### src/rtl/traffic_pkg.sv
// traffic_pkg: shared state encodings, lamp codes and service identifiers for the phase scheduler
package traffic_pkg;
  typedef enum logic [2:0] {
    MAIN_G = 3'd0,
    MAIN_Y = 3'd1,
    SIDE_G = 3'd2,
    SIDE_Y = 3'd3,
    WALK   = 3'd4
  } state_e;
  localparam logic [2:0] LAMP_GREEN  = 3'b100;
  localparam logic [2:0] LAMP_YELLOW = 3'b010;
  localparam logic [2:0] LAMP_RED    = 3'b001;
  typedef enum logic {
    SERVE_WALK = 1'b0,
    SERVE_SIDE = 1'b1
  } serve_e;
  typedef struct packed {
    logic [2:0] main_l;
    logic [2:0] side_l;
    logic       walk_l;
  } lamps_t;
  function automatic lamps_t lamps_for(input state_e s);
    return s == MAIN_Y ? {LAMP_YELLOW, LAMP_RED, 1'b0} :
           s == SIDE_G ? {LAMP_RED, LAMP_GREEN, 1'b0} :
           s == SIDE_Y ? {LAMP_RED, LAMP_YELLOW, 1'b0} :
           s == WALK   ? {LAMP_RED, LAMP_RED, 1'b1} :
                         {LAMP_GREEN, LAMP_RED, 1'b0};
  endfunction
endpackage

### src/rtl/tick_divider.sv
// tick_divider: prescaler producing a one-cycle tick every TICK_DIV fast_clock cycles
module tick_divider #(
  parameter int TICK_DIV = 25000000
) (
  input  logic fast_clock,
  input  logic reset,
  output logic tick
);
  localparam int W = TICK_DIV > 1 ? $clog2(TICK_DIV) : 1;
  logic [W-1:0] presc_q, presc_d;
  assign tick = presc_q == W'(TICK_DIV - 1);
  assign presc_d = tick ? '0 : presc_q + W'(1);
  always_ff @(posedge fast_clock or negedge reset)
    if (!reset) presc_q <= '0;
    else presc_q <= presc_d;
endmodule

### src/rtl/traffic_phase_scheduler.sv
// traffic_phase_scheduler: request latching, fair arbitration and phase sequencing for one intersection
module traffic_phase_scheduler
  import traffic_pkg::*;
#(
  parameter int TICK_DIV = 25000000,
  parameter int MAIN_MIN = 6,
  parameter int SIDE_T   = 4,
  parameter int YELLOW_T = 2,
  parameter int WALK_T   = 3
) (
  input  logic       fast_clock,
  input  logic       reset,
  input  logic       walk_button,
  input  logic       side_sensor,
  output logic [2:0] main,
  output logic [2:0] side,
  output logic       walk_light,
  output logic       led_clock,
  output logic [4:0] counter
);
  logic       tick;
  logic [2:0] walk_sync_q;
  logic [1:0] side_sync_q;
  logic       walk_req_q, walk_req_d, side_req_q, side_req_d, led_q, led_d;
  logic       cnt_zero, phase_go, win_walk, enter_walk, enter_side;
  logic [4:0] cnt_q, cnt_d;
  state_e     state_q, state_d;
  serve_e     last_q, last_d;
  lamps_t     lamps_q, lamps_d;

  tick_divider #(.TICK_DIV(TICK_DIV)) u_tick (
    .fast_clock(fast_clock),
    .reset     (reset),
    .tick      (tick)
  );

  function automatic logic [4:0] load_for(input state_e s);
    return s == MAIN_G ? 5'(MAIN_MIN - 1) :
           s == SIDE_G ? 5'(SIDE_T - 1) :
           s == WALK   ? 5'(WALK_T - 1) :
                         5'(YELLOW_T - 1);
  endfunction

  always_comb begin
    cnt_zero = cnt_q == 5'd0;
    phase_go = tick && cnt_zero;
    win_walk = walk_req_q && (!side_req_q || last_q == SERVE_SIDE);
    case (state_q)
      MAIN_G:  state_d = phase_go && (walk_req_q || side_req_q) ? MAIN_Y : MAIN_G;
      MAIN_Y:  state_d = !phase_go ? MAIN_Y : win_walk ? WALK : side_req_q ? SIDE_G : MAIN_G;
      SIDE_G:  state_d = phase_go ? SIDE_Y : SIDE_G;
      SIDE_Y:  state_d = phase_go ? MAIN_G : SIDE_Y;
      WALK:    state_d = phase_go ? MAIN_G : WALK;
      default: state_d = MAIN_G;
    endcase
    enter_walk = state_d == WALK && state_q != WALK;
    enter_side = state_d == SIDE_G && state_q != SIDE_G;
    cnt_d = state_d != state_q ? load_for(state_d) : (tick && !cnt_zero) ? cnt_q - 5'd1 : cnt_q;
    last_d = enter_walk ? SERVE_WALK : enter_side ? SERVE_SIDE : last_q;
    // Clearing on entry beats a same-cycle set; later sets wait for the next service.
    walk_req_d = enter_walk ? 1'b0 : walk_req_q | (walk_sync_q[1] & ~walk_sync_q[2]);
    side_req_d = enter_side ? 1'b0 : side_req_q | side_sync_q[1];
    led_d = led_q ^ tick;
    lamps_d = lamps_for(state_d);
  end

  always_ff @(posedge fast_clock or negedge reset)
    if (!reset) begin
      walk_sync_q <= '0;
      side_sync_q <= '0;
      walk_req_q  <= 1'b0;
      side_req_q  <= 1'b0;
      last_q      <= SERVE_SIDE;
      state_q     <= MAIN_G;
      cnt_q       <= 5'(MAIN_MIN - 1);
      led_q       <= 1'b0;
      lamps_q     <= {LAMP_GREEN, LAMP_RED, 1'b0};
    end else begin
      walk_sync_q <= {walk_sync_q[1:0], walk_button};
      side_sync_q <= {side_sync_q[0], side_sensor};
      walk_req_q  <= walk_req_d;
      side_req_q  <= side_req_d;
      last_q      <= last_d;
      state_q     <= state_d;
      cnt_q       <= cnt_d;
      led_q       <= led_d;
      lamps_q     <= lamps_d;
    end

  assign main       = lamps_q.main_l;
  assign side       = lamps_q.side_l;
  assign walk_light = lamps_q.walk_l;
  assign led_clock  = led_q;
  assign counter    = cnt_q;
endmodule

### config.mk
export PLATFORM = sky130hd
export DESIGN_NAME = traffic_phase_scheduler
export DESIGN_NICKNAME = d
export VERILOG_FILES = /design/src/rtl/traffic_pkg.sv /design/src/rtl/tick_divider.sv /design/src/rtl/traffic_phase_scheduler.sv
export SDC_FILE = /design/constraint.sdc
export NUM_CORES = 1
export LEC_CHECK = 0
export CORE_MARGIN = 5
export CORE_UTILIZATION = 35
export CTS_BUF_LIST = sky130_fd_sc_hd__clkbuf_8
export DETAILED_ROUTE_END_ITERATION = 16
export GPL_TIMING_DRIVEN = 0
export PLACE_DENSITY_LB_ADDON = 0.15
export SETUP_SLACK_MARGIN = 0.1
export SYNTH_ARGS = -nofsm -noshare
export SYNTH_HDL_FRONTEND = slang
export SYNTH_SLANG_ARGS = --single-unit
### constraint.sdc
create_clock -name fast_clock -period 4.83 [get_ports fast_clock]
set_input_delay 0.966 -clock fast_clock [delete_from_list [all_inputs] [get_ports fast_clock]]
set_output_delay 0.966 -clock fast_clock [all_outputs]
set_load 0.05 [all_outputs]
==> summary.md <==
| Metric | Value |
|---|---|
| Largest net degree at the start of global routing | 30 |
| Fin worst setup slack | 2.14 ns |
| Antenna violations before repair | 0 |
| DR DRC count | 0 |
| Setup WS pre-CTS | 2.44 ns |
| Clock Sinks | 49 |
| Synth Cell Area | 2330 um^2 |
| GRT Overall Usage | 0.116 |
| Worst path max stage delay | 0.82 ns |
| Layout Nets | 254 |
| Final Wtd Congestion | 0.769 |
| Area of the die | 8400 um^2 |
| Hold_buf cts | 0 |
| Required time worst endpoint | 3.86 ns |
| P_int | 0.582 mW |
| 1st-pass router iterations | 4 |
| Layout Area Growth over Synthesis | 16.6% |
| CTS tree | yes |
| Wire per inst | 13.7 um |
| Max clock buf depth | 2 |
| Post-Syn Area per Cell | 10.5 um^2 |
| Post-synth EDFFs | 0 |
| DIE HEIGHT | 91.7 um |
| Footprint of the multi-input gates | 1040 um^2 |
| Combinational share of power | 0.016 |
| Fillers | 596 |
| Root Buffer | clkbuf_8 |
| Power Total | 0.724 mW |
| Initial DRC count | 59 |
| Reg2reg setup slack | 2.42 ns |
| Worst path cell trace | clkdlybuf4s50_1 |
| Synth warnings | 0 |
| H-tree levels | 2 |
| Buffers plus inverters on the worst setup path | 1 |
| Util after Layout | 0.424 |
| Core Area | 6420 um^2 |
| Post-DP Area | 2610 um^2 |
| Total CTS buffers | 5 |
| First-pass GRT wire length | 7890 um |
| Vias in the first global route | 1628 |
| Vias/cell | 5.06 |
| CTS clk-pin slew, worst paths | 0.09 ns |
| Setup crit end kind | primary output |
| HPWL after detailed placement | 3230 um |
| Status | finished, final reports clean |
| RSZ-0062 raised after global routing | no |
| Row count | 29 |
| Post_cts resized | 0 |
| Vias | 1644 |
| N_diodes | 0 |
| Remaining Overflow, GRT | 0 |
| Slew Viols, Final | 0 |
| Number of routed nets with antenna violations | 0 |
| Routed WL | 4470 um |
| Switching share of power | 0.196 |
| Setup Skew | 0.00495 ns |
| Sum Neg Setup Slack | 0 ns |
| Layout cells sized above 1 | 0.109 |
| HP Class | reg -> reg |
| Worst Setup Start Kind | register |
| PortBufs | 16 |
| Fin. Hold Viols | 0 |
| Ys async rst share | 1.00 |
| Worst slew pin tran | 0.644 ns |
| FMAX | 371 MHz |
| Sequential Power Share | 0.570 |
| NetSw | 0.142 mW |
| Post-synthesis cell count | 223 |
| Commonest non-fill, non-tap cell in the layout | dfrtp_1 |
| VDD IR max | 0.172 mV |
| #FFs+latches synth | 49 |
| Crit path max fanout | 6 |
| Ys flop type | dfrtp_1 |
| Slowest library cell on the worst path | clkdlybuf4s50_1 |
| Mapped Nets | 230 |
| Initial Utilization | 0.363 |
| Fin area | 2720 um^2 |
| Min Tclk post-route | 2.69 ns |
| Seq/Total Area, Yosys | 0.528 |
| Clk Latency, worst-skew pair | 0.30 ns |
| Cell Pwr Density | 266 nW/um^2 |
| # IOs | 17 |
| Setup-failing EPs final | 0 |
| Post-CTS Repair Setup Buffers | 0 |
| Clock share of power | 0.413 |
| Top delay family on crit path | buffers and inverters |
| Die X | 91.7 um |
| Worst EP arrival | 1.73 ns |
| Final Cycle Share | 0.558 |
| Critical path class | reg -> out |
| Pleak | 1.15 nW |
| Relative slew slack | 0.565 |
| Register area | 1230 um^2 |
| Max-cap violations | 0 |
| Distinct cells, synth | 46 |
| Highest-count cells in the layout ignoring fill and taps | dfrtp_1, nand2_1, nor2_1 |
==> worst paths after layout <==
| kind | end | from | cells past startpoint |
|---|---|---|---|
| setup / recovery | counter[2] | counter[2] | 1 |
| hold / removal | walk_sync_q[1] | walk_sync_q[0] | 0 |
| setup reg to reg | counter[1] | counter[1] | 8 |
| hold reg to reg | walk_sync_q[1] | walk_sync_q[0] | 0 |
| max in group asynchronous | counter[0] | reset | 2 |
| min in group asynchronous | u_tick.presc_q[12] | reset | 1 |
==> per-stage QoR <==
step	hold WS, ns	cells
after global routing	0.370	325
final	0.355	325
after detailed placement	0.337	317
after global placement	0.332	316
after floorplan	0.331	223
after CTS	0.359	325
==> power groups by stage <==
stage | Sequential [mW] | Clock [mW] | Combinational, mW
6_report | 0.413 | 0.299 | 0.0117
2_1_floorplan | 0.421 | 0 | 0.000148
5_1_grt | 0.413 | 0.330 | 0.0140
4_1_cts | 0.413 | 0.314 | 0.0128
3_5_place_dp | 0.421 | 0 | 0.0127
3_3_place_gp | 0.421 | 0 | 0.0109
==> flip-flops by register name, indices dropped and copies added (netlist names) <==
register and cells:
last_q 1, side 3, walk_sync_q 3, walk_req_q 1, side_sync_q 2, state_q 3
u_tick.presc_q 25, main 3, walk_light 1, side_req_q 1, led_clock 1, counter 5
==> worst reg2reg max path: stages, from the launching register on <==
cell and delay [ns]:
dfrtp_1 0.40, inv_1 0.12, ha_1 0.18, nor4b_1 0.54, nand2_1 0.11, o41ai_1 0.34
o31a_1 0.33, o21bai_1 0.17, o21ai_0 0.10
==> kinds of logic (layout without fill, tap and decap cells) <==
family / Yosys count / in the layout / share of synthesized area
xor+xnor: 24 / 24 / 0.0901
simple gates: 97 / 97 / 0.239
compound gates: 33 / 33 / 0.0874
mux: 3 / 3 / 0.0134
flops: 49 / 49 / 0.528
fa+ha+maj: 3 / 3 / 0.0161
buf+inv: 14 / 39 / 0.0263
==> layout make-up <==
cell class / count / area share
inverters: 8 / 0.0110
repair buffers: 17 / 0.0644
clock inverters: 2 / 0.0124
clock buffers: 6 / 0.0303
multi-input cells: 160 / 0.382
flip-flops and latches: 49 / 0.453
well taps: 77 / 0.0354
plain buffers: 6 / 0.0115
==> cells in the mapped netlist (all sizes together) (4+ instances only) <==
| cell type | number | area (um^2) |
|---|---|---|
| clkbuf | 4 | 15.0 |
| nor3 | 9 | 45.0 |
| xor2 | 11 | 96.3 |
| and2 | 5 | 31.3 |
| nand3 | 9 | 45.0 |
| o21ai | 7 | 35.0 |
| and3 | 7 | 43.8 |
| inv | 8 | 30.0 |
| a21oi | 12 | 60.1 |
| nor2 | 21 | 81.3 |
| or3 | 4 | 25.0 |
| xnor2 | 13 | 114 |
| nor4 | 4 | 58.8 |
| nand2 | 22 | 85.1 |
| dfrtp | 44 | 1100 |
| nand4 | 6 | 52.6 |
| dfstp | 5 | 131 |
==> routing by layer <==
metal  track usage  part of all wire  up-vias
met1         0.165              0.52      795
met4        0.0415             0.015        0
met3        0.0270             0.032        7
met2         0.174              0.43       20
li1              -                 -      822
met5             0                 0        -
(Power assumes the default switching activity.)
